==> src/rtl/mem_port_arbiter.sv <==
// mem_port_arbiter: shares one block-memory port between the icache and the
// dcache. Transfers are serialised, ties are granted round-robin, and every
// memory address carries a region bit (0 = instruction, 1 = data) on top.
module mem_port_arbiter #(
    parameter int BLK_AW = 6,
    parameter int BLK_W  = 128
) (
    input  logic              clock,
    input  logic              reset,
    // icache side
    input  logic              i_read,
    input  logic [BLK_AW-1:0] i_address,
    output logic [BLK_W-1:0]  i_readdata,
    output logic              i_busywait,
    // dcache side
    input  logic              d_read,
    input  logic              d_write,
    input  logic [BLK_AW-1:0] d_address,
    input  logic [BLK_W-1:0]  d_writedata,
    output logic [BLK_W-1:0]  d_readdata,
    output logic              d_busywait,
    // memory side
    output logic              mem_read,
    output logic              mem_write,
    output logic [BLK_AW:0]   mem_address,
    output logic [BLK_W-1:0]  mem_writedata,
    input  logic [BLK_W-1:0]  mem_readdata,
    input  logic              mem_busywait
);

    typedef enum logic [1:0] {
        IDLE    = 2'd0,
        GRANT_I = 2'd1,
        GRANT_D = 2'd2
    } state_t;

    state_t            state_q, state_d;
    logic              last_grant_q, last_grant_d;   // 0 = icache, 1 = dcache
    logic              started_q, started_d;
    logic [BLK_AW-1:0] addr_q, addr_d;
    logic [BLK_W-1:0]  wdata_q, wdata_d;
    logic              write_q, write_d;
    logic [BLK_W-1:0]  i_hold_q, i_hold_d;
    logic [BLK_W-1:0]  d_hold_q, d_hold_d;

    logic i_req;
    logic d_req;
    logic granted;
    logic done;
    logic i_done;
    logic d_done;
    logic pick_d;

    // A dcache read+write together is treated as a write, so either strobe is a request.
    assign i_req   = i_read;
    assign d_req   = d_read | d_write;
    assign granted = (state_q != IDLE);

    // Memory raises busywait one edge after the strobe, so the first grant cycle
    // never completes. Reset aborts the transfer, so it also suppresses delivery.
    assign done   = granted && started_q && !mem_busywait && !reset;
    assign i_done = done && (state_q == GRANT_I);
    assign d_done = done && (state_q == GRANT_D);

    // On a tie the requester that was not granted last time wins.
    assign pick_d = d_req && (!i_req || !last_grant_q);

    // Next-state logic: arbitration in IDLE, completion tracking in the grant states.
    always_comb begin
        // NOTE: every variable gets its default first so no path leaves one
        // unassigned, which would otherwise infer a latch.
        state_d      = state_q;
        last_grant_d = last_grant_q;
        started_d    = started_q;
        addr_d       = addr_q;
        wdata_d      = wdata_q;
        write_d      = write_q;
        i_hold_d     = i_hold_q;
        d_hold_d     = d_hold_q;

        case (state_q)
            IDLE: begin
                if (i_req || d_req) begin
                    state_d      = pick_d ? GRANT_D : GRANT_I;
                    last_grant_d = pick_d;
                    started_d    = 1'b0;
                    addr_d       = pick_d ? d_address : i_address;
                    wdata_d      = pick_d ? d_writedata : '0;
                    write_d      = pick_d && d_write;
                end
            end
            GRANT_I, GRANT_D: begin
                started_d = 1'b1;
                if (i_done) begin
                    i_hold_d = mem_readdata;
                end
                if (d_done && !write_q) begin
                    d_hold_d = mem_readdata;
                end
                if (done) begin
                    // Always pass through IDLE so the requester can drop its strobe.
                    state_d = IDLE;
                end
            end
            default: state_d = IDLE;
        endcase
    end

    // Control state and delivered-data holds, cleared by synchronous reset.
    always_ff @(posedge clock) begin
        // NOTE: sequential state uses non-blocking assignments so every register
        // samples the pre-edge values regardless of statement order.
        if (reset) begin
            state_q      <= IDLE;
            last_grant_q <= 1'b1;
            started_q    <= 1'b0;
            i_hold_q     <= '0;
            d_hold_q     <= '0;
        end else begin
            state_q      <= state_d;
            last_grant_q <= last_grant_d;
            started_q    <= started_d;
            i_hold_q     <= i_hold_d;
            d_hold_q     <= d_hold_d;
        end
    end

    // Latched transfer descriptor for the current owner.
    always_ff @(posedge clock) begin
        // NOTE: these are deliberately not reset: they are only observed in a
        // grant state, which can only be entered after IDLE has loaded them.
        addr_q  <= addr_d;
        wdata_q <= wdata_d;
        write_q <= write_d;
    end

    // Memory strobes, per-cache stalls and returned blocks.
    always_comb begin
        mem_read      = granted && !write_q;
        mem_write     = granted && write_q;
        mem_address   = '0;
        mem_writedata = '0;
        if (granted) begin
            mem_address   = {(state_q == GRANT_D), addr_q};
            mem_writedata = wdata_q;
        end

        i_busywait = i_req && !i_done;
        d_busywait = d_req && !d_done;

        i_readdata = i_done ? mem_readdata : i_hold_q;
        d_readdata = (d_done && !write_q) ? mem_readdata : d_hold_q;
    end

endmodule

==> config.mk <==
export PLATFORM = sky130hd
export DESIGN_NAME = mem_port_arbiter
export DESIGN_NICKNAME = d
export VERILOG_FILES = /design/src/rtl/mem_port_arbiter.sv
export SDC_FILE = /design/constraint.sdc
export NUM_CORES = 1
export LEC_CHECK = 0
export ABC_AREA = 1
export BUFFER_PORTS_ARGS = -buffer_cell sky130_fd_sc_hd__buf_2
export CAP_MARGIN = 10
export CORE_AREA = 2 2 261 263
export CTS_BUF_LIST = sky130_fd_sc_hd__clkbuf_16
export DETAILED_ROUTE_END_ITERATION = 10
export DIE_AREA = 0 0 263 265
export GPL_TIMING_DRIVEN = 0
export PLACE_DENSITY = 0.55
export SYNTH_ARGS = -nofsm -noshare
export SYNTH_HDL_FRONTEND = slang
export SYNTH_SLANG_ARGS = --single-unit
==> constraint.sdc <==
create_clock -name clock -period 8.64 [get_ports clock]
set_clock_uncertainty 0.1 [all_clocks]
set_input_delay 0.432 -clock clock [delete_from_list [all_inputs] [get_ports clock]]
set_output_delay 0.432 -clock clock [all_outputs]
set_load 0.01 [all_outputs]
Word level (Yosys, flattened, before mapping)
Index checks and enable logic that the tools add are counted.

Register bits after elaboration: 395. Bits of input ports: 274. Output and inout port bits: 395. Word-level logic and storage cells: 52.

Equality and inequality tests: 4. Mux-type cells: 11. Bitwise gates (word level): 1. Reductions and logical operators: 28.

Operator list (number): two-way mux 128 bit (3); logical AND 1 bit (12); logical NOT 1 bit (7); two-way mux 7 bit (1); two-way mux 2 bit (3); two-way mux 6 bit (1); AND reduction 2 bit (3); != test 2 bit (second input constant) (2); one-hot mux 2 bit (2 select lines) (1); nonzero test 2 bit (2); equality test 2 x 1 -> 1 bit (second input constant) (1); equality test 2 bit (second input constant) (1); logical NOT 2 bit (1); logical OR 1 bit (2); one-hot mux 1 bit (2 select lines) (1); OR reduction 2 bit (1); two-way mux 1 bit (1); OR 1 bit (1).

Longest topological paths before layout
Gate-level depths: netlist of run 1.

Word-level depth: 7. Depth in mapped cells: 12. Gate-level depth less buffers: 10.

Worst setup path after synthesis of run 1
No wires, ideal clock.

Path kind: register -> register. From: reg state_q[0]. To: reg last_grant_q. Library setup time: 0.137 ns. Data arrival time: 7.983 ns. Data required time: 8.403 ns. Setup slack: 0.420 ns. Cell stages (with the launch flop): 8. Buffers on the path: 0. Clock period less this slack: 8.220 ns. Path through: dfxtp_1 -> inv_1 -> ha_1 -> inv_1 -> a21oi_1 -> inv_1 -> a21oi_1 -> o21ai_0.

Longest elaborated chain between the ends: 2.

RTL lines: start: declaration (line 37) `state_t state_q, state_d;`; start signal: assignment (line 120) `state_q <= state_d;`; logical NOT 2 bit (line 81) `case (state_q)`; AND reduction 2 bit (no source line); end signal: assignment (line 121) `last_grant_q <= last_grant_d;`; end: declaration (line 38) `logic last_grant_q, last_grant_d;`.

No other way between the ends. A chain may end at the register's enable or synchronous reset.

Worst setup path after layout of run 1
From: reg state_q[0]. To: out d_readdata[47].

Longest elaborated chain between the ends: 7. Elaborated cells on any way between the ends: 8. Those cells by class: eq/ne (1); mux (1); reduce/logical (6).

RTL lines: nonzero test 2 bit (line 57) `assign granted = (state_q != IDLE);`; logical AND 1 bit (3 in a row) (line 61) `assign done = granted && started_q && !mem_busywait && !reset;`; logical AND 1 bit * (line 63) `assign d_done = done && (state_q == GRANT_D);`; logical AND 1 bit * (line 152) `d_readdata = (d_done && !write_q) ? mem_readdata : d_hold_q;`; two-way mux 128 bit *; end: declaration (line 20) `output logic [BLK_W-1:0] d_readdata,`.

Mark *: on every way between the ends. The rest lies on a longest branch, timed or not.

==> impl_metrics.env, run 1 <==
export IMPL_outcome="complete, no violations"
export IMPL_dr_pass1_iters=7
export IMPL_antenna_found_initial=22
export IMPL_grt_pass1_wl_mm=121
export IMPL_maxCapViolCount=0
export IMPL_rows=95
export IMPL_utilization_pct=40.7
export IMPL_r2r_end="d_hold_q[49]"
export IMPL_ir_drop_v=0.000226
export IMPL_cts_buffers=49
export IMPL_ant_nets=0
export IMPL_dp_cells=4781
export IMPL_hold_end="wdata_q[106]"
export IMPL_syn_to_final_growth_pct=29.9
export IMPL_cts_sinks=395
export IMPL_cts_tree="yes"
export IMPL_die_x_um=263
export IMPL_min_path_cells=3
export IMPL_ys_ff_latch=395
export IMPL_fmax_mhz=268
export IMPL_worst_slack_ns=4.91
export IMPL_clockRootBuffer="clkbuf_16"
export IMPL_post_synth_top_area_cell="dfxtp_1"
export IMPL_rsz0062_at_grt="false"
export IMPL_port_buffers=667
export IMPL_path_class="flop to output pin"
export IMPL_drt_total_wl_mm=83.2
export IMPL_holdCritStartpoint="d_writedata[106]"
export IMPL_num_nets_final=4252
export IMPL_hp_class="primary input to flop"
export IMPL_syn_instance_count=3236
export IMPL_reg2reg_depth=8
export IMPL_worstPathRequired_ns=8.11
export IMPL_core_area_um2=66800
export IMPL_post_route_period_util_pct=43.1
export IMPL_startpoint_type="flop"
export IMPL_grt_ovfl_total=0
export IMPL_post_route_min_period_ns=3.73
export IMPL_vias_per_cell=4.49
export IMPL_synthesis_area_um2=20900
export IMPL_dieArea_um2=69700
export IMPL_nFillCells=7249
export IMPL_syn_area_per_cell_um2=6.46
export IMPL_worst_slew_pin_slew_ns=1.25
export IMPL_p_total_mw=11.9
export IMPL_cts_resized=0
export IMPL_max_slew_margin_rel_pct=16.6
export IMPL_synth_area_top_cells="dfxtp_1, edfxtp_1, nand2_1"
export IMPL_die_h_um=265
export IMPL_final_layout_size_suffix_gt1_share_pct=20.4
export IMPL_worst_r2r_setup_slack_ns=5.83
export IMPL_initial_core_util_pct=31.3
export IMPL_end_kind="output pin"
export IMPL_first_iter_violations=1419
export IMPL_stdcell_count=4901
export IMPL_fin_tns_setup_ns=0
export IMPL_dp_slack_ns=5.45
export IMPL_arrival_ns=3.19
export IMPL_clock_path_buffers=3
export IMPL_vias=22000
export IMPL_r2r_start="state_q[1]"
export IMPL_p_leak_nw=16.1
export IMPL_hold_viol_final=0
export IMPL_grt_max_degree=29
export IMPL_post_cts_repair_setup_buffers=0
export IMPL_path_clk_slew_ns=0.06
export IMPL_netlist_area_leader_share_pct=24.9
export IMPL_ys_warn_count=0
export IMPL_gp_congestion=0.910
export IMPL_finalMaxSlewViolations=0
export IMPL_cts_hold_buf=15
export IMPL_power_density_nw_per_um2=437
export IMPL_syn_nets=3514
export IMPL_routedWlPerCell_um=17.0
export IMPL_drcViolationCount=0
export IMPL_clk_latency_ns=0.59
export IMPL_synth_seq_area_share_pct=44.3
export IMPL_track_usage_pct=22.8
export IMPL_ys_types=19
export IMPL_grt_pass1_vias=20000
export IMPL_htree_levels=2
export IMPL_dp_hpwl_mm=63.5
export IMPL_setup_violations=0
export IMPL_critPathMaxFanout=10
export IMPL_pin_count=669
how the worst max path moves through the flow:
stage,end,start,cells after the start
global route,d_readdata[98],state_q[0],7
floorplan,last_grant_q,state_q[0],7
global placement,started_q,state_q[0],5
finish,d_readdata[47],state_q[0],7
detailed placement,d_readdata[98],state_q[0],7
CTS,d_readdata[98],state_q[0],7
layout by cell type, fill, tap and decap left out, types with 51 or more instances in the layout:
cell         n
nand2_1    925
nor2_1     779
buf_2      702
inv_1      545
nand3_1    260
dfxtp_1    260
edfxtp_1   135
nand4_1    129
clkbuf_1   105
clkbuf_16   51
synthesized netlist by cell type:
cell,number
nand2_2,2
clkbuf_1,105
nand2_1,925
ha_1,4
nand4_1,129
edfxtp_1,135
inv_2,1
buf_2,35
a21oi_1,4
nand3_1,260
dfxtp_1,260
o21ai_0,2
buf_6,22
buf_1,20
buf_4,18
nor2_1,779
inv_1,532
nor2_2,2
nor2_4,1
power breakdown:
group | total (mW) | switching, mW | internal (mW)
combinational | 6.50 | 4.26 | 2.24
clock | 1.98 | 0.836 | 1.15
sequential | 3.39 | 0.381 | 3.01
total | 11.9 | 5.47 | 6.40
logic make-up (layout without fill, tap and decap cells):
group / after synthesis / after routing / synth area share (%)
other cells: 0 / 20 / 0
fa+ha+maj: 4 / 4 / 0.239
flops: 395 / 395 / 44.3
compound gates: 6 / 6 / 0.144
simple gates: 2098 / 2098 / 40.8
buf+inv: 733 / 1505 / 14.5
worst max-delay path: stages (launching register included):
cell,delay (ns)
dfxtp_1,0.33
inv_1,0.11
ha_1,0.23
clkbuf_1,0.84
clkbuf_1,0.54
nand4_1,0.20
nand2_1,0.16
buf_2,0.16
routing by layer:
layer / track usage, % / routed length [µm]
met2: 35.9 / 37700
met5: 0 / 25
met3: 4.51 / 5490
met4: 10.5 / 3420
met1: 30.1 / 36500
through the flow:
| step | hold slack (ns) | area (µm²) |
|---|---|---|
| after global routing | 0.0244 | 27100 |
| final | 0.0376 | 27200 |
| after CTS | 0.0000910 | 27100 |
| after floorplan | 0.342 | 20900 |
| after global placement | 0.353 | 25300 |
| after detailed placement | 0.364 | 25400 |
layout make-up:
| class | count | area [µm²] | area share (%) |
|---|---|---|---|
| Antenna cell | 20 | 50.0 | 0.184 |
| Inverter | 533 | 2000 | 7.37 |
| Sequential cell | 395 | 9260 | 34.1 |
| Clock inverter | 34 | 234 | 0.861 |
| Clock buffer | 51 | 1280 | 4.70 |
| Buffer | 200 | 1030 | 3.78 |
| Timing Repair Buffer | 687 | 3590 | 13.2 |
| Tap cell | 873 | 1090 | 4.02 |
| Multi-Input combinational cell | 2108 | 8630 | 31.8 |
flip-flops by register name (all words and copies together) (netlist names):
register,cells
write_q,1
started_q,1
wdata_q,128
i_hold_q,128
d_hold_q,128
addr_q,6
last_grant_q,1
state_q,2
Power figures use the tool's default switching activity.
==> run 2, diff against run 1 <==
--- a/config.mk
+++ b/config.mk
@@ -13,7 +13,7 @@
 export DETAILED_ROUTE_END_ITERATION = 10
 export DIE_AREA = 0 0 263 265
 export GPL_TIMING_DRIVEN = 0
-export PLACE_DENSITY = 0.55
+export PLACE_DENSITY = 0.53
 export SYNTH_ARGS = -nofsm -noshare
 export SYNTH_HDL_FRONTEND = slang
 export SYNTH_SLANG_ARGS = --single-unit
==> constraint.sdc (replaced) <==
create_clock -name clock -period 3.6 [get_ports clock]
set_clock_uncertainty 0.1 [all_clocks]
set_input_delay 0.18 -clock clock [delete_from_list [all_inputs] [get_ports clock]]
set_output_delay 0.18 -clock clock [all_outputs]
set_load 0.01 [all_outputs]
==> run 2 against run 1 <==
Compared with the run above: hold slack gained 0.27 ns; combinational power rose by 150%; power grew 140%; non-clock buffer count is 259 higher; sequential share of layout area shrank 2.8 points; routed wire length up 3.9%; first-iteration DRC count rose by 0.85%; final area grew 9.0%; core utilization grew 3.7 points; clock power grew 130%; final cell count increased by 5.0%; critical path type unchanged; highest routed layer is now met4.
==> impl_metrics.env, run 2 (synthesis gave the netlist of run 1 again) <==
export IMPL_worst_slew_pin_slew_ns=1.31
export IMPL_slowest_stage="clkbuf_1"
export IMPL_arrival_ns=3.08
export IMPL_cts_buffers=48
export IMPL_drt_total_wl_mm=86.4
export IMPL_antenna_found_initial=2
export IMPL_critPathMostFrequentCell="clkbuf_1"
export IMPL_fmax_mhz=298
export IMPL_final_common_cell="nand2_1"
export IMPL_layout_common_cells="nand2_1, nor2_1, buf_2, inv_1, dlygate4sd3_1"
export IMPL_max_slew_margin_rel_pct=12.8
export IMPL_path_class="flop to output pin"
export IMPL_clk_latency_ns=0.59
export IMPL_path_clk_slew_ns=0.06
export IMPL_outcome="complete, no violations"
export IMPL_cp_cell_sequence="inv_1 > clkbuf_1 > clkbuf_1 > nand4_1 > nand2_1 > buf_2"
export IMPL_grt_pass1_vias=21800
export IMPL_htree_levels=2
export IMPL_track_usage_pct=24.0
export IMPL_clock_path_buffers=3
export IMPL_initial_core_util_pct=31.3
export IMPL_cts_tree="yes"
export IMPL_setup_violations=0
export IMPL_final_layout_size_suffix_gt1_share_pct=19.1
export IMPL_post_route_period_util_pct=93.3
export IMPL_largest_registers="d_hold_q (128), i_hold_q (128), wdata_q (128)"
export IMPL_finalMaxSlewViolations=0
export IMPL_clockRootBuffer="clkbuf_16"
export IMPL_die_h_um=265
export IMPL_power_density_nw_per_um2=965
export IMPL_grt_ovfl_total=0
export IMPL_die_x_um=263
export IMPL_rsz0062_at_grt="false"
export IMPL_p_leak_nw=17.1
export IMPL_grt_pass1_wl_mm=129
export IMPL_dieArea_um2=69700
export IMPL_p_total_mw=28.6
export IMPL_hp_class="primary input to flop"
export IMPL_hold_viol_final=0
export IMPL_rows=95
export IMPL_vias=23000
export IMPL_hold_slack_ns=0.311
export IMPL_ant_nets=0
export IMPL_core_area_um2=66800
export IMPL_max_stage_delay_ns=0.84
export IMPL_critPathMaxFanout=10
export IMPL_worstPathRequired_ns=3.32
export IMPL_ir_drop_v=0.000389
export IMPL_end_kind="output pin"
export IMPL_pin_count=669
export IMPL_startpoint_type="flop"
export IMPL_dp_hpwl_mm=64.5
export IMPL_maxCapViolCount=0
export IMPL_dr_pass1_iters=5
export IMPL_port_buffers=667
export IMPL_cts_sinks=395
export IMPL_first_iter_violations=1431
export IMPL_num_nets_final=4510
export IMPL_syn_to_final_growth_pct=41.6
export IMPL_critical_path_top_delay_family="buffers and inverters"
export IMPL_gp_congestion=0.866
export IMPL_critPathBufInv=4
export IMPL_post_route_min_period_ns=3.36
export IMPL_drcViolationCount=0
export IMPL_vias_per_cell=4.47
export IMPL_grt_max_degree=29
export IMPL_routedWlPerCell_um=16.8
==> run 2: per-stage QoR <==
stage	utilization, %	cell area (µm²)	instances	TNS [ns]	setup slack [ns]
after floorplan	-	20900	3236	0	0.0287
after global placement	37.9	25300	4776	-160.13	-1.29
after detailed placement	38.1	25500	4781	0	0.583
after CTS	44.3	29600	5143	0	0.127
after global routing	44.3	29600	5143	0	0.0663
final	44.3	29600	5144	0	0.241
==> run 2: final timing paths <==
check                             startpoint             end  slack [ns]  depth (start not counted)
worst max-delay path                 write_q  d_readdata[46]        0.24                          6
worst min-delay path            d_address[2]       addr_q[2]        0.31                          4
worst max register to register    state_q[1]       started_q        0.55                          8
worst min register to register    state_q[0]      state_q[0]        0.38                          2
==> run 2: layout make-up <==
cell class                 count  area [µm²]
clock inverter                39         166
clock buffer                  49        1230
multi-input combinational   2108        8630
tap                          873        1090
sequential                   395        9260
inverter                     533        2000
buffer                       200        1030
timing repair buffer         946        6200
fill                        7104       37200
antenna                        1        2.50
==> run 2: power breakdown <==
part	total, mW	leakage [nW]	switching, mW	internal [mW]
Clock	4.47	0.745	2.02	2.45
Combinational	16.0	12.8	10.4	5.59
Sequential	8.15	3.56	0.917	7.23
Total	28.6	17.1	13.3	15.3
==> run 2: what timing repair did <==
item	CTS	global route
buffers inserted	0	0
resized for setup	1	0
endpoints found under the hold margin	394	0
setup endpoints to repair	2	0
hold buffers	274	0
==> run 2: layer usage <==
| layer | wire length [µm] | GRT usage, % |
|---|---|---|
| met1 | 38000 | 31.4 |
| met2 | 40400 | 40.0 |
| met3 | 5040 | 4.12 |
| met4 | 2880 | 8.12 |
| met5 | 0 | 0 |
==> run 2: worst min-delay path, stage by stage <==
cell           delay [ns]
buf_2                0.08
nand2_1              0.04
nand2_1              0.05
dlygate4sd3_1        0.53
==> run 3, diff against run 2 <==
--- a/config.mk
+++ b/config.mk
@@ -8,12 +8,12 @@
 export ABC_AREA = 1
 export BUFFER_PORTS_ARGS = -buffer_cell sky130_fd_sc_hd__buf_2
 export CAP_MARGIN = 10
-export CORE_AREA = 2 2 261 263
+export CORE_AREA = 2 2 258 260
 export CTS_BUF_LIST = sky130_fd_sc_hd__clkbuf_16
 export DETAILED_ROUTE_END_ITERATION = 10
-export DIE_AREA = 0 0 263 265
+export DIE_AREA = 0 0 260 262
 export GPL_TIMING_DRIVEN = 0
-export PLACE_DENSITY = 0.53
+export PLACE_DENSITY = 0.54
 export SYNTH_ARGS = -nofsm -noshare
 export SYNTH_HDL_FRONTEND = slang
 export SYNTH_SLANG_ARGS = --single-unit
==> run 3 against run 2 <==
Compared with the run above: hold slack lost 0.24 ns; sequential share of layout area down 0.10 points; core utilization up 1.2 points; sequential power about the same; via count rose by 0.85%; first-iteration DRC count increased by 14%; combinational power about the same; critical endpoint is now d_readdata[55]; critical path depth stayed put; largest cell class unchanged; non-clock buffer count is 1 higher; fmax down 2.8%; sequential cell count unchanged; die area down 2.3%.
==> impl_metrics.env, run 3 (synthesis gave the netlist of run 1 again) <==
export IMPL_dieArea_um2=68100
export IMPL_p_sw_mw=13.3
export IMPL_first_iter_violations=1628
export IMPL_dp_slack_ns=0.738
export IMPL_post_route_min_period_ns=3.45
export IMPL_pwr_share_seq_pct=28.2
export IMPL_outcome="complete, no violations"
export IMPL_utilization_pct=45.5
export IMPL_max_stage_delay_ns=0.97
export IMPL_hold_viol_final=0
export IMPL_clockRootBuffer="clkbuf_16"
export IMPL_critPathBufInv=4
export IMPL_syn_to_final_growth_pct=42.1
export IMPL_num_nets_final=4511
export IMPL_rsz0062_at_grt="false"
export IMPL_dp_hpwl_mm=64.0
export IMPL_die_h_um=262
export IMPL_cts_sinks=395
export IMPL_critical_path_top_delay_family="buffers and inverters"
export IMPL_grt_max_degree=29
export IMPL_antenna_found_initial=6
export IMPL_ir_drop_v=0.000432
export IMPL_grt_pass1_vias=21700
export IMPL_path_clk_slew_ns=0.06
export IMPL_pin_count=669
export IMPL_vias=23200
export IMPL_rows=94
export IMPL_vias_per_cell=4.51
export IMPL_p_leak_nw=17.1
export IMPL_clkPwrFrac_pct=16.2
export IMPL_final_common_cell="nand2_1"
export IMPL_cts_buffers=48
export IMPL_track_usage_pct=24.3
export IMPL_dr_pass1_iters=5
export IMPL_cts_tree="yes"
export IMPL_hp_class="primary input to flop"
export IMPL_gp_congestion=0.896
export IMPL_die_x_um=260
export IMPL_finalMaxSlewViolations=0
export IMPL_fmax_mhz=289
export IMPL_routedWlPerCell_um=16.7
export IMPL_worst_slack_ns=0.145
export IMPL_port_buffers=667
export IMPL_critPathMaxFanout=10
export IMPL_grt_pass1_wl_mm=127
export IMPL_worst_slew_pin_slew_ns=1.30
export IMPL_critPathMostFrequentCell="clkbuf_1"
export IMPL_final_layout_size_suffix_gt1_share_pct=19.2
export IMPL_worstPathRequired_ns=3.32
export IMPL_max_slew_margin_rel_pct=13.5
export IMPL_core_area_um2=65300
export IMPL_htree_levels=2
export IMPL_slowest_stage="clkbuf_1"
export IMPL_power_frac_comb_pct=55.6
export IMPL_r2r_start="state_q[1]"
export IMPL_holdCritStartpoint="mem_busywait"
export IMPL_cts_resized=0
export IMPL_drt_total_wl_mm=86.0
export IMPL_ant_nets=0
export IMPL_path_class="flop to output pin"
export IMPL_maxCapViolCount=0
export IMPL_cp_cell_sequence="inv_1 > clkbuf_1 > clkbuf_1 > nand4_1 > nand2_1 > buf_2"
export IMPL_post_route_period_util_pct=96.0
export IMPL_fin_tns_setup_ns=0
export IMPL_startpoint="write_q"
export IMPL_end_kind="output pin"
export IMPL_nFillCells=6893
export IMPL_startpoint_type="flop"
export IMPL_drcViolationCount=0
export IMPL_largest_registers="d_hold_q (128), i_hold_q (128), wdata_q (128)"
export IMPL_setup_violations=0
export IMPL_sw_frac_of_total_pct=46.2
export IMPL_power_density_nw_per_um2=972
export IMPL_clk_latency_ns=0.58
export IMPL_initial_core_util_pct=32.0
export IMPL_p_int_mw=15.5
export IMPL_grt_ovfl_total=0
export IMPL_fin_area_um2=29700
export IMPL_layout_common_cells="nand2_1, nor2_1, buf_2, inv_1, dlygate4sd3_1"
export IMPL_clock_path_buffers=3
export IMPL_arrival_ns=3.17
export IMPL_post_dp_cell_area_um2=25500
## run 3: final timing paths
| path | slack [ns] | cells past startpoint | endpoint |
|---|---|---|---|
| hold / removal | 0.07 | 6 | state_q[1] |
| setup / recovery | 0.15 | 6 | d_readdata[55] |
| hold reg to reg | 0.38 | 2 | last_grant_q |
| setup reg to reg | 0.79 | 8 | d_hold_q[95] |
## run 3: what timing repair did
| action | CTS | global route |
|---|---|---|
| setup buffers | 0 | 0 |
| endpoints found under the hold margin | 394 | 0 |
| hold buffers | 273 | 0 |
## run 3: metrics by stage
step,total power [mW],hold slack (ns),cells
after floorplan,18.0,0.259,3236
after global placement,23.7,0.352,4767
after detailed placement,24.0,0.354,4774
after CTS,29.0,0.0298,5136
after global routing,31.5,0.0782,5137
final,28.9,0.0693,5138
## run 3: power groups by stage
stage | registers [mW] | clock network (mW) | logic (mW)
2_1_floorplan | 8.09 | 0 | 9.95
3_3_place_gp | 8.28 | 0 | 15.4
3_5_place_dp | 8.21 | 0 | 15.7
4_1_cts | 8.14 | 4.81 | 16.1
5_1_grt | 8.40 | 4.94 | 18.1
6_report | 8.15 | 4.68 | 16.0
## run 3: worst reg2reg max path, stage by stage, from the launching register on
cell and delay (ns):
dfxtp_1 0.39, inv_1 0.08, ha_1 0.27, buf_2 0.22
clkbuf_1 0.85, clkbuf_1 0.54, nand3_1 0.16, nand2_1 0.08
inv_1 0.04
## run 3: layout make-up
cell class,count,area [µm²],area share (%)
well taps,864,1080,3.64
diodes,2,5.00,0.0168
flip-flops and latches,395,9260,31.2
plain buffers,200,1030,3.46
clock buffers,49,1230,4.13
multi-input cells,2108,8630,29.1
repair buffers,947,6220,20.9
inverters,533,2000,6.74
clock inverters,40,250,0.842
## run 3: routing by layer
metal,track usage (%),routed length [µm],vias up
met4,9.77,3300,2
met1,32.3,37900,10500
met2,39.3,39600,751
met5,0,13,-
met3,3.89,5220,174
li1,-,-,11700
